--- config.mk ---
export PLATFORM = sky130hd
export DESIGN_NAME = rom_dbg_arbiter
export DESIGN_NICKNAME = d
export VERILOG_FILES = /design/src/rtl/rom_dbg_arbiter_pkg.sv /design/src/rtl/rom_dbg_arbiter_rr_arb2.sv /design/src/rtl/rom_dbg_arbiter.sv
export SDC_FILE = /design/constraint.sdc
export NUM_CORES = 1
export LEC_CHECK = 0
export CAP_MARGIN = 20
export CORE_ASPECT_RATIO = 0.75
export CORE_UTILIZATION = 32
export DETAILED_ROUTE_END_ITERATION = 12
export PLACE_DENSITY_LB_ADDON = 0.1
export SLEW_MARGIN = 20
export SYNTH_ARGS = -nofsm -noshare
export SYNTH_HDL_FRONTEND = slang
export SYNTH_HIERARCHICAL = 1
export SYNTH_SLANG_ARGS = --single-unit
--- constraint.sdc ---
create_clock -name clk -period 2.3 [get_ports clk]
set_input_delay 0.46 -clock clk [delete_from_list [all_inputs] [get_ports clk]]
set_output_delay 0.46 -clock clk [all_outputs]
set_load 0.02 [all_outputs]
--- src/rtl/rom_dbg_arbiter_pkg.sv ---
// mcs4 shared types, extended with the ROM debug-port arbiter's
// address type, FSM state encoding and error read-data constant.
package mcs4;

  typedef logic [3:0] char_t;
  typedef logic [7:0] byte_t;

  // {chip_id, byte_addr[7:4], byte_addr[3:0]}
  typedef char_t [2:0] Dbg_addr_t;

  typedef enum logic [1:0] {
    IDLE  = 2'd0,
    ISSUE = 2'd1,
    WAIT  = 2'd2,
    RESP  = 2'd3
  } rom_dbg_state_t;

  localparam byte_t Dbg_err_data = 8'hFF;

endpackage

--- src/rtl/rom_dbg_arbiter_rr_arb2.sv ---
// Two-way round-robin grant. The pointer port wins when it requests;
// after an accepted grant the pointer moves to the other port.
module rr_arb2 (
  input  logic       clk,
  input  logic       rst,
  input  logic       en,
  input  logic [1:0] req,
  output logic [1:0] gnt
);

  logic ptr;

  // Grant the pointer port first, otherwise the other port.
  always_comb begin
    gnt = 2'b00;
    if (en) begin
      if (req[ptr]) begin
        gnt[ptr] = 1'b1;
      end else if (req[~ptr]) begin
        gnt[~ptr] = 1'b1;
      end
    end
  end

  // Every grant is an accept (ready follows grant), so advance past the winner.
  always_ff @(posedge clk) begin
    if (rst) begin
      ptr <= 1'b0;
    end else if (gnt[0]) begin
      ptr <= 1'b1;
    end else if (gnt[1]) begin
      ptr <= 1'b0;
    end
  end

endmodule

--- src/rtl/rom_dbg_arbiter.sv ---
// Shares the i4001 ROM debug load/readback bus between the host loader
// (port 0) and the ROM scrubber (port 1). One transaction in flight at a
// time; busy lets the platform stall the CPU during debug reads.
// Optional: define ROM_DBG_WP_EN to add the per-chip wp_mask write protect.
//
// state | meaning
// IDLE  | arbitrate, latch the accepted request
// ISSUE | one-cycle dbg_wen / dbg_ren strobe
// WAIT  | wait for the addressed chip's readback, bounded by TIMEOUT
// RESP  | hold the response until the owning port accepts it
module rom_dbg_arbiter
  import mcs4::*;
#(
  parameter int NUM_ROMS = 16,
  parameter int TIMEOUT  = 4
) (
  input  logic                     clk,
  input  logic                     rst,
  input  logic [1:0]               req_vld,
  output logic [1:0]               req_rdy,
  input  logic [1:0]               req_we,
  input  logic [1:0][11:0]         req_addr,
  input  logic [1:0][7:0]          req_wdata,
  output logic [1:0]               rsp_vld,
  input  logic [1:0]               rsp_rdy,
  output logic [7:0]               rsp_data,
  output logic                     rsp_err,
  output logic                     busy,
  output logic [11:0]              dbg_addr,
  output logic [7:0]               dbg_wdata,
  output logic                     dbg_wen,
  output logic                     dbg_ren,
`ifdef ROM_DBG_WP_EN
  input  logic [NUM_ROMS-1:0]      wp_mask,
`endif
  input  logic [NUM_ROMS-1:0][7:0] dbg_rdata,
  input  logic [NUM_ROMS-1:0]      dbg_rdata_vld
);

  rom_dbg_state_t state, state_n;
  logic           port_q, port_n;
  logic           we_q, we_n;
  Dbg_addr_t      addr_q, addr_n;
  byte_t          wdata_q, wdata_n;
  byte_t          data_q, data_n;
  logic           err_q, err_n;
  logic [3:0]     cnt_q, cnt_n;

  logic [1:0]          gnt;
  logic                gsel;
  Dbg_addr_t           new_addr;
  logic [NUM_ROMS-1:0] hit_new, hit_cur;
  logic                bad_chip, wp_hit, cur_vld;
  byte_t               cur_data;

  rr_arb2 u_arb (
    .clk (clk),
    .rst (rst),
    .en  ((state == IDLE) && !rst),
    .req (req_vld),
    .gnt (gnt)
  );

  assign gsel     = gnt[1];
  assign new_addr = req_addr[gsel];
  assign bad_chip = ({1'b0, new_addr[2]} >= 5'(NUM_ROMS));

  // One-hot chip decode for the incoming and the latched address; the
  // readback mux only listens to the latched chip's valid.
  always_comb begin
    hit_new  = '0;
    hit_cur  = '0;
    cur_data = '0;
    for (int i = 0; i < NUM_ROMS; i++) begin
      hit_new[i] = (new_addr[2] == 4'(i));
      hit_cur[i] = (addr_q[2] == 4'(i));
      cur_data   = cur_data | (dbg_rdata[i] & {8{hit_cur[i]}});
    end
  end

  assign cur_vld = |(hit_cur & dbg_rdata_vld);

`ifdef ROM_DBG_WP_EN
  assign wp_hit = |(hit_new & wp_mask);
`else
  assign wp_hit = 1'b0;
`endif

  // Next-state and datapath update; strobes and response valid are gated by
  // rst so they drop in the same cycle reset is sampled.
  always_comb begin
    state_n = state;
    port_n  = port_q;
    we_n    = we_q;
    addr_n  = addr_q;
    wdata_n = wdata_q;
    data_n  = data_q;
    err_n   = err_q;
    cnt_n   = cnt_q;
    rsp_vld = 2'b00;

    case (state)
      IDLE: begin
        if (|gnt) begin
          port_n  = gsel;
          we_n    = req_we[gsel];
          addr_n  = new_addr;
          wdata_n = req_wdata[gsel];
          if (bad_chip) begin
            state_n = RESP;
            err_n   = 1'b1;
            data_n  = Dbg_err_data;
          end else if (req_we[gsel] && wp_hit) begin
            state_n = RESP;
            err_n   = 1'b1;
            data_n  = '0;
          end else begin
            state_n = ISSUE;
          end
        end
      end
      ISSUE: begin
        if (we_q) begin
          state_n = RESP;
          err_n   = 1'b0;
          data_n  = '0;
        end else begin
          state_n = WAIT;
          cnt_n   = 4'(TIMEOUT - 1);
        end
      end
      WAIT: begin
        if (cur_vld) begin
          state_n = RESP;
          err_n   = 1'b0;
          data_n  = cur_data;
        end else if (cnt_q == 4'd0) begin
          state_n = RESP;
          err_n   = 1'b1;
          data_n  = Dbg_err_data;
        end else begin
          cnt_n = cnt_q - 4'd1;
        end
      end
      RESP: begin
        rsp_vld[port_q] = !rst;
        if (rsp_rdy[port_q]) begin
          state_n = IDLE;
        end
      end
      default: state_n = IDLE;
    endcase
  end

  assign req_rdy   = gnt;
  assign rsp_data  = data_q;
  assign rsp_err   = err_q;
  assign busy      = (state != IDLE);
  assign dbg_addr  = addr_q;
  assign dbg_wdata = wdata_q;
  assign dbg_wen   = (state == ISSUE) && we_q && !rst;
  assign dbg_ren   = (state == ISSUE) && !we_q && !rst;

  // State and datapath registers, cleared synchronously.
  always_ff @(posedge clk) begin
    if (rst) begin
      state   <= IDLE;
      port_q  <= 1'b0;
      we_q    <= 1'b0;
      addr_q  <= '0;
      wdata_q <= '0;
      data_q  <= '0;
      err_q   <= 1'b0;
      cnt_q   <= '0;
    end else begin
      state   <= state_n;
      port_q  <= port_n;
      we_q    <= we_n;
      addr_q  <= addr_n;
      wdata_q <= wdata_n;
      data_q  <= data_n;
      err_q   <= err_n;
      cnt_q   <= cnt_n;
    end
  end

endmodule

# Word-level counts from Yosys, hierarchy flattened
# Cells that the tools add are included.
# Widths: inputs -> output; s select.
[totals]
output_inout_bits = 36
input_bits = 192
word_cells = 142
ff_bits = 38
[classes]
eq_ne = 25
mux = 42
n_lt_le_gt_ge = 7
addsub = 1
bitwise = 34
n_reduce_logical = 22
[op_table]
columns = ["cell", "count"]
rows = [
  ["$and 8x8->8", 16],
  ["$or 8x8->8", 15],
  ["$mux 8", 5],
  ["$eq 4x4->1 const B", 8],
  ["$mux 12", 2],
  ["$mux 1", 17],
  ["$and 16x16->16", 1],
  ["$eq 4x3->1 const B", 4],
  ["$mux 2", 8],
  ["$pmux 8 s2", 1],
  ["$reduce_or 16->1", 1],
  ["$mux 4", 3],
  ["$ne 2x2->1 const B", 5],
  ["$eq 4x2->1 const B", 2],
  ["$logic_and 1x1->1", 8],
  ["$logic_not 4->1", 2],
  ["$lt 1x2->1 const B", 4],
  ["$pmux 2 s4", 1],
  ["$pmux 4 s2", 1],
  ["$reduce_and 3->1", 2],
  ["$reduce_bool 2->1", 3],
  ["$eq 2x2->1 const B", 2],
  ["$eq 4x1->1 const B", 1],
  ["$reduce_and 4->1", 1],
  ["other kinds (13)", 18],
]

# Longest topological paths before layout
[logic_depth]
depth_word = 19
depth_mapped = 12
mapped_depth_nobuf = 10

# By module
# The synthesis kept the hierarchy.
[by_module_without_submodules]
columns = ["module", "n_inst", "cells_each", "seq_area_each_um2", "area_each_um2"]
rows = [
  ["rom_dbg_arbiter", 1, 389, 740.7, 3129.3],
  ["rr_arb2", 1, 8, 20.0, 55.1],
]

# Worst setup path before layout
# No wires, ideal clock.
[synth_timing]
kind = "input port to flip-flop"
startpoint = "input port rst"
endpoint = "register addr_q, in the netlist dbg_addr[8]"
required_time_ns = 2.214
cell_stages = 11
slack_ns = -0.348
arrival_ns = 2.563
setup_time_ns = 0.086
path_buffers = 4
cell_sequence = "clkbuf_1 -> clkbuf_1 -> nor2_1 -> nand2_1 -> a21oi_1 -> clkbuf_1 -> nor2_1 -> nor2_1 -> clkbuf_1 -> nor2_1 -> a211oi_1"
[synth_via]
elab_chain_len = 5
word_cells_on_any_way = 7
cone_classes = "3 x mux; 4 x reduce/logical"
[synth_lines]
columns = ["element", "line", "text"]
rows = [
  ["from (decl)", "rom_dbg_arbiter.sv:18", "input logic rst,"],
  ["$logic_not 1->1 *", "rom_dbg_arbiter.sv:59", ".en ((state == IDLE) && !rst),"],
  ["$logic_and 1x1->1 *", "rom_dbg_arbiter.sv:59", ""],
  ["$mux 2 *", "rom_dbg_arbiter_rr_arb2.sv:16", "if (en) begin"],
  ["net req_rdy[1]", "rom_dbg_arbiter.sv:20", "output logic [1:0] req_rdy,"],
  ["$mux 12 (implied by the code) or $reduce_or 2->1 (tied branches)", "rom_dbg_arbiter.sv:65, rom_dbg_arbiter.sv:104", ""],
  ["$mux 12 (implied by the code) or $reduce_and 2->1 (tied branches)", "-", ""],
  ["to (signal assigned)", "rom_dbg_arbiter.sv:179", "addr_q <= addr_n;"],
  ["to (decl)", "rom_dbg_arbiter.sv:43", "Dbg_addr_t addr_q, addr_n;"],
]
# Mark *: on every way through the listed nets, which the timed path passes. The rest lies on a longest branch. The select of a mux whose other input is x is not followed.
# A chain may end at the register's enable or synchronous reset.

# Worst setup path after layout
[layout_timing]
startpoint = "input port dbg_rdata_vld[9]"
endpoint = "register data_q[3] (netlist: rsp_data[3])"
[layout_via]
elab_chain_len = 4
word_cells_on_any_way = 6
cone_classes = "1 x eq/ne; 2 x mux; 1 x bitwise; 2 x reduce/logical"
[layout_lines]
columns = ["element", "line", "text"]
rows = [
  ["from (decl)", "rom_dbg_arbiter.sv:37", "input logic [NUM_ROMS-1:0] dbg_rdata_vld"],
  ["$and 16x16->16 *", "rom_dbg_arbiter.sv:81", "assign cur_vld = |(hit_cur & dbg_rdata_vld);"],
  ["$reduce_or 16->1 *", "rom_dbg_arbiter.sv:81", ""],
  ["$ne 3x3->1 (no line) or $mux 8 (tied branches)", "-", ""],
  ["$reduce_and 3->1 (no line) or $pmux 8 s2 (tied branches)", "-", ""],
  ["to (signal assigned)", "rom_dbg_arbiter.sv:181", "data_q <= data_n;"],
  ["to (decl)", "rom_dbg_arbiter.sv:45", "byte_t data_q, data_n;"],
]
# Every way passes the cells marked *; elsewhere a longest branch is shown, timed or not.

==> impl_results.md <==
- R2r setup slk: 0.14 ns
- CTS tree: built
- Static Leak: 0.00214 uW
- DRC Markers: 0
- Max incr delay on CP: 0.41 ns
- N_diodes: 0
- Total congestion overflow: 0
- Pin count of the biggest net entering global routing: 43
- I/O pin count: 228
- Synthesized area: 3180 um2
- Post-Syn Nets: 595
- Clock Tree Buf Depth: 2
- CTS root buf: clkbuf_16
- Initial DRC Count: 245
- Htree depth: 2
- Slowest stage cell on the critical path: clkdlybuf4s50_1
- Top Family by Delay on Critical Path: compound AO/OA/AOI/OAI gates
- Die H: 88.4 um
- Critical path fanouts, max: 8
- Worst path bufs/invs: 1
- Fin crit period: 2.25 ns
- Pins Over Slew Limit: 0
- Critical Path Start: dbg_rdata_vld[9]
- Ys async rst share: 0%
- Worst Path Arrival: 2.42 ns
- Hold/Removal Path Class: flip-flop to flip-flop
- Worst hold slack: 0.482 ns
- Top FF cell, synth: dfxtp_1
- Most common cell after layout, fill and taps aside: clkdlybuf4s50_1
- Final Skew: 0.00145 ns
- Post-Synthesis Cells: 397
- Clk sinks: 38
- Sequential area share after synthesis: 23.9%
- Number of synthesized flops with an enable pin: 0
- CP Capture Point: rsp_data[3]$_SDFFE_PP0P_
- Outcome: completed
- Maximum vdd drop: 375 uV
- Pwr dens: 901 nW/um2
- Initial cell density of the core: 33.0%
- Fillers: 843
- Layout area overhead: 83.9%
- GRT Total Usage: 22.7%
- Most frequent cells in the layout: clkdlybuf4s50_1 (221), nor2_1 (47), mux2i_1 (35), dfxtp_1 (35), nand2_1 (30)
- Final hold violation count: 0
- Synth unique cells: 59
- Worst flop-to-flop path endpoint: rsp_data[3]$_SDFFE_PP0P_
- Die span in x: 117 um
- Min-delay src: cnt_q[3]$_SDFFE_PP0P_
- Post-CTS Setup Inserts: 0
- IO buf count: 227
- Startpoint Class: input pin
- Final wirelength: 12.7 mm
- Layout Nets: 815
- Area of the die: 10400 um2
- Vias per cell: 5.29
- Routed len/inst: 16.9 um
- Fin crit share: 97.9%
- GPL Wtd Cong: 0.816
- Yosys warnings: 6
- Initial antenna violation count: 0
- Reg2reg start: dbg_addr[10]$_SDFFE_PP0P_
- Cell count along the critical path: 7
- Vias: 3970
- DP HPWL: 10.2 mm
- Clock transition at path regs: 0.06 ns
- Hold Buf Count CTS: 0
- RSZ-0062 raised after global routing: false
- Global-route wire length before repair: 18.1 mm
- Final setup fails: 0
- Post-DRT Antenna Nets: 0
- Ratio of cells with drive above 1 in the final layout: 11.2%
- Core area: 9660 um2
- Max-Cap Viols: 0
- Insertion delay to the later sink of the worst-skew pair: 0.28 ns
- Vias in the first global route: 3646
- Worst-Margin Slew: 0.493 ns
- CTS Buf Count: 5
- Crit end category: flip-flop
- Layout Cells excl Fill: 750
- Row Count: 31
- First-pass DRT Iterations: 5
- Worst setup path class: input pin to flip-flop
- Worst Path Required: 2.47 ns
- Worst r2r path cells: 7
- Max Clock Freq: 444 MHz
- #FFs+latches synth: 38
- Relative slew margins: 67.0%
- Syn avg cell area: 8.02 um2
- Critical path cell sequence: clkdlybuf4s50_1 > mux2_4 > a222oi_1 > a22o_2 > nand4_2 > and2_4 > o221a_2
- Dpl cells: 742
[through the flow]
| stage | TNS (ns) | cell area [um2] | power, uW | util (%) | setup slack, ns |
|---|---|---|---|---|---|
| 4_1_cts | 0 | 5830 | 5260 | 60.4 | 0.0101 |
| 2_1_floorplan | 0 | 3210 | 3170 | - | 0.0249 |
| 3_5_place_dp | -2.66 | 5690 | 4540 | 58.9 | -0.224 |
| 5_1_grt | 0 | 5850 | 5620 | 60.6 | 0.00669 |
| 6_report | 0 | 5850 | 5270 | 60.6 | 0.0472 |
| 3_3_place_gp | -2.05 | 5690 | 4510 | 58.9 | -0.188 |
[per-layer routing]
layer  wire, um  track usage (%)  vias to the layer above  share of wire, %
met5          0                0                        -                 0
met4        172             5.29                        0               1.4
met3       1080             6.30                       17               8.5
met1       5520             29.3                     1805                43
li1           -                -                     1971                 -
met2       5940             37.6                      177                47
[registers in the layout, summed over array words and instances, names as in the netlist]
name	cells
rsp_data	8
dbg_wdata	8
state	2
cnt_q	4
port_q	1
rsp_err	1
u_arb/ptr	1
dbg_addr	12
we_q	1
[area by class of cell]
| type | count | area, um2 | area share (%) |
|---|---|---|---|
| Tap cell | 132 | 165 | 2.82 |
| Clock buffer | 6 | 139 | 2.37 |
| Timing Repair Buffer | 249 | 2500 | 42.7 |
| Sequential cell | 38 | 764 | 13.1 |
| Multi-Input combinational cell | 315 | 2240 | 38.2 |
| Clock inverter | 2 | 12.5 | 0.214 |
| Inverter | 8 | 33.8 | 0.577 |
[cell families after synthesis]
group | synth area share, %
adders and majority gates | 2.36
muxes | 16.4
and+or+nand+nor | 19.1
DFF | 23.9
buffers and inverters | 6.64
AOI/OAI and AO/OA | 31.6
[worst min-delay path by stage]
| stage | slack [ns] | cells after the start | end |
|---|---|---|---|
| floorplan | 0.45 | 2 | cnt_q[3]$_SDFFE_PP0P_ |
| global route | 0.51 | 2 | cnt_q[3]$_SDFFE_PP0P_ |
| detailed placement | 0.47 | 2 | cnt_q[3]$_SDFFE_PP0P_ |
| finish | 0.48 | 2 | cnt_q[3]$_SDFFE_PP0P_ |
| CTS | 0.48 | 2 | cnt_q[3]$_SDFFE_PP0P_ |
| global placement | 0.46 | 2 | cnt_q[3]$_SDFFE_PP0P_ |
[Yosys cell counts (all sizes together) (4+ instances only)]
| library cell | count | area share [%] |
|---|---|---|
| a211oi | 22 | 5.2 |
| a21oi | 15 | 2.4 |
| a221oi | 14 | 4.0 |
| a22o | 5 | 1.4 |
| a22oi | 16 | 3.8 |
| a311oi | 4 | 1.1 |
| a31oi | 9 | 1.8 |
| a32oi | 4 | 1.1 |
| and2 | 6 | 1.3 |
| buf | 12 | 2.9 |
| clkbuf | 24 | 2.8 |
| dfxtp | 38 | 24 |
| ha | 6 | 2.4 |
| inv | 7 | 0.83 |
| mux2 | 15 | 5.4 |
| mux2i | 35 | 11 |
| nand2 | 30 | 3.5 |
| nand2b | 5 | 0.98 |
| nand3 | 14 | 2.2 |
| nor2 | 50 | 5.9 |
| nor2b | 5 | 0.98 |
| nor3 | 7 | 1.1 |
| o211ai | 4 | 0.94 |
| o21ai | 9 | 1.4 |
| o221a | 5 | 1.8 |
[timing repair]
action	in CTS	in global routing
endpoints found under the setup margin	5	9
gates resized for setup	5	9
pin swaps	0	0
[power by group]
part	switching [uW]	leakage (uW)	total, uW	internal (uW)
Clock	268	0.0000729	697	429
Sequential	188	0.000312	1080	893
Combinational	1820	0.00175	3500	1670
[worst register-to-register path: stages (launching register included)]
cell and delay (ns):
dfxtp_2 0.43, buf_12 0.24, inv_1 0.28, a21oi_1 0.21, a22o_2 0.23, nand4_2 0.17, and2_4 0.22, o221a_2 0.27
(Power assumes the default switching activity.)
